File: src/rtl/ps2rx_frame.sv
// ---------------------------------------------------------------------------
// ps2rx_frame
// Host-side PS/2 receiver for device-to-host keyboard frames.
//
// Both PS/2 pins pass through a 2-FF synchroniser and a glitch filter. On
// every falling edge of the filtered clock, the receiver samples the filtered
// data line. It collects the start bit, 8 data bits (LSB first), the odd
// parity bit and the stop bit, then reports the result with a one-cycle
// strobe.
//
// Parameters
//   FILTER_LEN      consecutive equal synced samples before a filtered line
//                   changes (1..15)
//   TIMEOUT_CYCLES  idle clk cycles mid-frame before the frame is aborted
//                   (16-bit; used only with PS2RX_TIMEOUT_EN)
//
// Ports
//   clk       in   system clock
//   reset     in   synchronous, active-high reset
//   ps2_clk   in   raw PS/2 clock pin (asynchronous, idle high)
//   ps2_data  in   raw PS/2 data pin (asynchronous, idle high)
//   inhibit   in   high while the host transmits; holds the receiver idle
//   q         out  last good received byte
//   rdy       out  1-cycle strobe: q updated with a good byte
//   perr      out  1-cycle strobe: parity error, q unchanged
//   ferr      out  1-cycle strobe: framing error (bad stop bit or timeout)
//   busy      out  high while a frame is in progress
//
// Configuration macro
//   PS2RX_TIMEOUT_EN  when defined, a 16-bit mid-frame watchdog aborts a
//                     stalled frame with an ferr strobe. When undefined, a
//                     partial frame waits indefinitely.
// ---------------------------------------------------------------------------
module ps2rx_frame #(
  parameter int unsigned FILTER_LEN     = 4,
  parameter int unsigned TIMEOUT_CYCLES = 12500
) (
  input  logic       clk,
  input  logic       reset,
  input  logic       ps2_clk,
  input  logic       ps2_data,
  input  logic       inhibit,
  output logic [7:0] q,
  output logic       rdy,
  output logic       perr,
  output logic       ferr,
  output logic       busy
);

  localparam logic [3:0]  FILT_LAST = 4'(FILTER_LEN - 1);
  localparam logic [15:0] WDOG_TC   = 16'(TIMEOUT_CYCLES);

  // Odd parity: the 8 data bits plus the parity bit must hold an odd number of ones.
  function automatic logic odd_parity_ok(input logic [7:0] data, input logic par);
    return ^{data, par};
  endfunction

  // One filter step. Returns {next filtered value, next run counter}. The
  // line flips only after FILTER_LEN consecutive samples that differ from it.
  function automatic logic [4:0] filter_step(input logic sync, input logic filt,
                                             input logic [3:0] cnt);
    logic [4:0] r;
    if (sync == filt) begin
      r = {filt, 4'd0};
    end else if (cnt == FILT_LAST) begin
      r = {sync, 4'd0};
    end else begin
      r = {filt, cnt + 4'd1};
    end
    return r;
  endfunction

  // Input conditioning state
  logic       clk_meta_q, clk_meta_d, clk_sync_q, clk_sync_d;
  logic       dat_meta_q, dat_meta_d, dat_sync_q, dat_sync_d;
  logic       clk_filt_q, clk_filt_d, dat_filt_q, dat_filt_d;
  logic [3:0] clk_cnt_q, clk_cnt_d, dat_cnt_q, dat_cnt_d;
  logic       clk_prev_q, clk_prev_d;
  logic       fall_s;

  // Frame state
  logic [3:0] bitcnt_q, bitcnt_d, cnt_s;
  logic [7:0] shift_q, shift_d;
  logic       par_q, par_d;
  logic [7:0] q_q, q_d;
  logic       rdy_q, rdy_d, perr_q, perr_d, ferr_q, ferr_d, busy_q, busy_d;
  logic       timeout_s;

`ifdef PS2RX_TIMEOUT_EN
  logic [15:0] wdog_q, wdog_d;
`else
  logic unused_timeout_s;
  assign unused_timeout_s = ^WDOG_TC;
`endif

  // Synchronisers, glitch filters and falling-edge detect on the filtered clock.
  always_comb begin
    clk_meta_d = ps2_clk;
    clk_sync_d = clk_meta_q;
    dat_meta_d = ps2_data;
    dat_sync_d = dat_meta_q;
    {clk_filt_d, clk_cnt_d} = filter_step(clk_sync_q, clk_filt_q, clk_cnt_q);
    {dat_filt_d, dat_cnt_d} = filter_step(dat_sync_q, dat_filt_q, dat_cnt_q);
    clk_prev_d = clk_filt_q;
    fall_s     = clk_prev_q & ~clk_filt_q;
  end

  // Frame sequencer: bitcnt 0 idle, 1..8 data, 9 parity, 10 stop.
  always_comb begin
    timeout_s = 1'b0;
`ifdef PS2RX_TIMEOUT_EN
    if ((bitcnt_q != 4'd0) && (wdog_q == WDOG_TC)) begin
      timeout_s = 1'b1;
    end else begin
      timeout_s = 1'b0;
    end
    // The watchdog only runs between falls of an active, uninhibited frame.
    if (timeout_s || fall_s || inhibit || (bitcnt_q == 4'd0)) begin
      wdog_d = 16'd0;
    end else begin
      wdog_d = wdog_q + 16'd1;
    end
`endif
    // A timeout drops the frame first, so a coincident fall is treated as a fall in idle.
    cnt_s    = timeout_s ? 4'd0 : bitcnt_q;
    bitcnt_d = cnt_s;
    shift_d  = shift_q;
    par_d    = par_q;
    q_d      = q_q;
    rdy_d    = 1'b0;
    perr_d   = 1'b0;
    ferr_d   = timeout_s;
    if (inhibit) begin
      // Inhibit overrides everything, including a stop bit in the same cycle.
      bitcnt_d = 4'd0;
      ferr_d   = 1'b0;
    end else if (fall_s) begin
      case (cnt_s)
        4'd0: begin
          // A high data line here is a false start.
          if (!dat_filt_q) begin
            bitcnt_d = 4'd1;
          end else begin
            bitcnt_d = 4'd0;
          end
        end
        4'd1, 4'd2, 4'd3, 4'd4, 4'd5, 4'd6, 4'd7, 4'd8: begin
          shift_d  = {dat_filt_q, shift_q[7:1]};
          bitcnt_d = cnt_s + 4'd1;
        end
        4'd9: begin
          par_d    = dat_filt_q;
          bitcnt_d = 4'd10;
        end
        4'd10: begin
          bitcnt_d = 4'd0;
          if (!dat_filt_q) begin
            ferr_d = 1'b1;
          end else if (odd_parity_ok(shift_q, par_q)) begin
            q_d   = shift_q;
            rdy_d = 1'b1;
          end else begin
            perr_d = 1'b1;
          end
        end
        default: begin
          bitcnt_d = 4'd0;
        end
      endcase
    end else begin
      bitcnt_d = cnt_s;
    end
    busy_d = (bitcnt_d != 4'd0);
  end

  // State registers; the lines reset to their idle-high level.
  always_ff @(posedge clk) begin
    if (reset) begin
      clk_meta_q <= 1'b1;
      clk_sync_q <= 1'b1;
      dat_meta_q <= 1'b1;
      dat_sync_q <= 1'b1;
      clk_filt_q <= 1'b1;
      dat_filt_q <= 1'b1;
      clk_cnt_q  <= 4'd0;
      dat_cnt_q  <= 4'd0;
      clk_prev_q <= 1'b1;
      bitcnt_q   <= 4'd0;
      shift_q    <= 8'd0;
      par_q      <= 1'b0;
      q_q        <= 8'd0;
      rdy_q      <= 1'b0;
      perr_q     <= 1'b0;
      ferr_q     <= 1'b0;
      busy_q     <= 1'b0;
`ifdef PS2RX_TIMEOUT_EN
      wdog_q     <= 16'd0;
`endif
    end else begin
      clk_meta_q <= clk_meta_d;
      clk_sync_q <= clk_sync_d;
      dat_meta_q <= dat_meta_d;
      dat_sync_q <= dat_sync_d;
      clk_filt_q <= clk_filt_d;
      dat_filt_q <= dat_filt_d;
      clk_cnt_q  <= clk_cnt_d;
      dat_cnt_q  <= dat_cnt_d;
      clk_prev_q <= clk_prev_d;
      bitcnt_q   <= bitcnt_d;
      shift_q    <= shift_d;
      par_q      <= par_d;
      q_q        <= q_d;
      rdy_q      <= rdy_d;
      perr_q     <= perr_d;
      ferr_q     <= ferr_d;
      busy_q     <= busy_d;
`ifdef PS2RX_TIMEOUT_EN
      wdog_q     <= wdog_d;
`endif
    end
  end

  assign q    = q_q;
  assign rdy  = rdy_q;
  assign perr = perr_q;
  assign ferr = ferr_q;
  assign busy = busy_q;

endmodule
File: config.mk
export PLATFORM = sky130hd
export DESIGN_NAME = ps2rx_frame
export DESIGN_NICKNAME = d
export VERILOG_FILES = /design/src/rtl/ps2rx_frame.sv
export SDC_FILE = /design/constraint.sdc
export NUM_CORES = 1
export LEC_CHECK = 0
export CAP_MARGIN = 20
export CORE_ASPECT_RATIO = 0.8
export CORE_MARGIN = 2
export CORE_UTILIZATION = 59
export CTS_CLUSTER_DIAMETER = 100
export DETAILED_ROUTE_END_ITERATION = 10
export PLACE_DENSITY = 0.93
export SLEW_MARGIN = 20
export SYNTH_ARGS = -nofsm -noshare
export SYNTH_HDL_FRONTEND = slang
export SYNTH_SLANG_ARGS = --single-unit
File: constraint.sdc
create_clock -name clk -period 3.63 [get_ports clk]
set_clock_uncertainty 0.1 [all_clocks]
set_input_delay 1.089 -clock clk [delete_from_list [all_inputs] [get_ports clk]]
set_output_delay 1.089 -clock clk [all_outputs]
set_load 0.05 [all_outputs]
==> results.sh <==
export IMPL_cts_root_buf="clkbuf_4"
export IMPL_avgRoutedWirePerCell_um=13.15
export IMPL_stdcell_area_sq_um=1953
export IMPL_cp_cell_sequence="clkdlybuf4s50_1"
export IMPL_vias=1197
export IMPL_drv_slew=0
export IMPL_grt_use_total_pct=20.68
export IMPL_drv_cap=0
export IMPL_cp_end_kind="output port"
export IMPL_ir_drop_mv=0.2056
export IMPL_die_h_um=52.07
export IMPL_ios=17
export IMPL_antenna_found_initial=0
export IMPL_syn_area_sq_um=1704
export IMPL_synth_xor_area_share_pct=8.664
export IMPL_cts_max_level=2
export IMPL_final_setup_viol_count=0
export IMPL_holdBufCountCts=0
export IMPL_drtPass1Iterations=4
export IMPL_ys_async_sr_fraction_pct=0
export IMPL_numPortBuffers=16
export IMPL_clk_pin_slew_ns=0.12
export IMPL_grt_pass1_vias=1188
export IMPL_cts_setup_buffers=0
export IMPL_place_ws_ns=0.9409
export IMPL_grt_overflow_total=0
export IMPL_rsz0062_at_grt="no"
export IMPL_p_leak_nw=0.7945
export IMPL_synth_cell_types=38
export IMPL_setup_worst_path_start_class="register"
export IMPL_path_max_fanout=3
export IMPL_post_synth_top_count_cell="dfxtp_1"
export IMPL_yosys_area_top_type="dfxtp_1"
export IMPL_synth_avg_cell_area_sq_um=10.20
export IMPL_setup_ws_ns=0.8812
export IMPL_fmax_mhz=363.8
export IMPL_synth_top_family_by_area="simple AND/OR/NAND/NOR gates"
export IMPL_stdcell_count=224
export IMPL_cp_num_buf_inv=1
export IMPL_status="complete, no violations"
export IMPL_power_mw=0.7548
export IMPL_critical_path_class="reg2out"
export IMPL_syn_to_final_growth_pct=14.61
export IMPL_drive_above_1_share_pct=10.75
export IMPL_crit_required_ns=2.44
export IMPL_ant_nets=0
export IMPL_ys_flop_type="dfxtp_1"
export IMPL_die_w_um=64.09
export IMPL_synth_simple_area_share_pct=21.15
export IMPL_start_util_pct=62.11
export IMPL_first_iter_violations=89
export IMPL_synth_edf_count=0
export IMPL_fillers=191
export IMPL_drc=0
export IMPL_die_area_sq_um=3337
export IMPL_post_cts_resized=0
export IMPL_hold_viol=0
export IMPL_hpwlAfterDp_mm=2.127
export IMPL_cpPeakStageDelay_ns=0.82
export IMPL_cts_made_buffers=5
export IMPL_cts_sinks=40
export IMPL_dpl_cell_area_sq_um=1877
export IMPL_dp_cells=216
export IMPL_synth_compound_area_share_pct=9.692
export IMPL_grt_max_degree=27
export IMPL_netlist_area_leader_share_pct=46.99
export IMPL_synth_nets=178
export IMPL_grt_pass1_wl_mm=5.037
export IMPL_crit_slowest_cell="clkdlybuf4s50_1"
export IMPL_syn_inst=167
export IMPL_yosys_warnings=0
export IMPL_clock_latency_ns=0.36
export IMPL_netlist_top_cells_count="40 x dfxtp_1, 22 x nor2_1, 11 x xnor2_1"
export IMPL_cts_tree="built"
export IMPL_ys_seq_area_share_pct=46.99
export IMPL_tightest_slew_ns=0.5750
export IMPL_synth_area_leaders="dfxtp_1 47%, xnor2_1 5.7%, mux2i_1 5.3%"
export IMPL_setup_tns_ns=0
export IMPL_path_delay_family="buffers and inverters"
export IMPL_finalCriticalPeriod_ns=2.749
export IMPL_ys_ff_latch=40
export IMPL_synth_fa_ha_area_share_pct=4.405
export IMPL_relSlewSlack_pct=61.58
export IMPL_vias_per_cell=5.344
export IMPL_globalplace_congestion=0.7877
export IMPL_fin_crit_sh_pct=75.72
export IMPL_synthMuxAreaShare_pct=5.286
export IMPL_p_per_area_nw_per_um2=386.5
export IMPL_routed_wl_mm=2.946
export IMPL_diodes=0
export IMPL_finalNetCount=196
export IMPL_cts_max_path_buffers=2
export IMPL_arrival_ns=1.56
export IMPL_rows=17
export IMPL_hp_class="reg2reg"
export IMPL_coreArea_sq_um=2744
==> worst paths after layout <==
path	from	to	slack, ns	cells after the start
setup / recovery	q[7]$_SDFFE_PP0P_	q[7]	0.88	1
hold / removal	clk_meta_q$_SDFF_PP1_	clk_sync_q$_SDFF_PP1_	0.32	1
setup reg to reg	bitcnt_q[0]$_SDFF_PP0_	shift_q[3]$_SDFFE_PP0P_	1.29	7
hold reg to reg	clk_meta_q$_SDFF_PP1_	clk_sync_q$_SDFF_PP1_	0.32	1
==> state kept, by name, indices dropped and copies added (netlist names) <==
name,count
shift_q,8
dat_sync_q,1
q,8
rdy,1
clk_filt_q,1
perr,1
clk_cnt_q,4
clk_meta_q,1
ferr,1
clk_sync_q,1
clk_prev_q,1
dat_cnt_q,4
busy,1
dat_filt_q,1
bitcnt_q,4
dat_meta_q,1
par_q,1
==> routing by layer <==
metal / vias to the layer above / part of all wire [%] / GRT usage [%]
met3: 11 / 4.4 / 5.195
met2: 27 / 49 / 36.63
met4: 0 / 2.7 / 14.13
met5: - / 0 / 0
met1: 555 / 44 / 21.96
li1: 604 / - / -
==> through the flow <==
stage	utilization [%]	hold WS [ns]
2_1_floorplan	-	0.2895
6_report	71.18	0.3190
3_5_place_dp	68.40	0.2981
4_1_cts	71.18	0.3253
3_3_place_gp	68.40	0.2919
5_1_grt	71.18	0.3421
==> cell type report <==
cell class / count / area, sq um / share of cell area, %
Timing Repair Buffer: 17 / 167.7 / 8.584
Clock inverter: 2 / 35.03 / 1.794
Clock buffer: 6 / 41.29 / 2.114
Tap cell: 38 / 47.55 / 2.434
Multi-Input combinational cell: 115 / 838.3 / 42.92
Sequential cell: 40 / 800.8 / 41.00
Inverter: 6 / 22.52 / 1.153
==> cell families (layout without fill, tap and decap cells) <==
group                    Yosys count  after routing
AO/OA/AOI/OAI                     20             20
XOR/XNOR                          15             15
adder cells (fa/ha/maj)            6              6
buffers and inverters             12             31
flip-flops                        40             40
multiplexers                       9              9
AND/OR/NAND/NOR                   65             65
==> layout by cell type (no fill, tap or decap), types with 4 or more instances in the layout <==
master	n
o22a_1	4
and2b_1	4
xnor2_1	11
nor2_1	22
mux2i_1	9
inv_1	6
ha_1	6
or2_2	6
clkbuf_4	5
nand2_1	5
or3_1	4
nor2b_1	9
dfxtp_1	40
clkdlybuf4s50_1	16
==> report_power, final <==
part           leakage (nW)  switching, mW  total, mW  internal [mW]
Sequential            0.323        0.00223      0.445          0.443
Combinational         0.429         0.0123     0.0227         0.0104
Clock                0.0422          0.143      0.287          0.144
No activity file was read; power rests on OpenSTA's default activity.
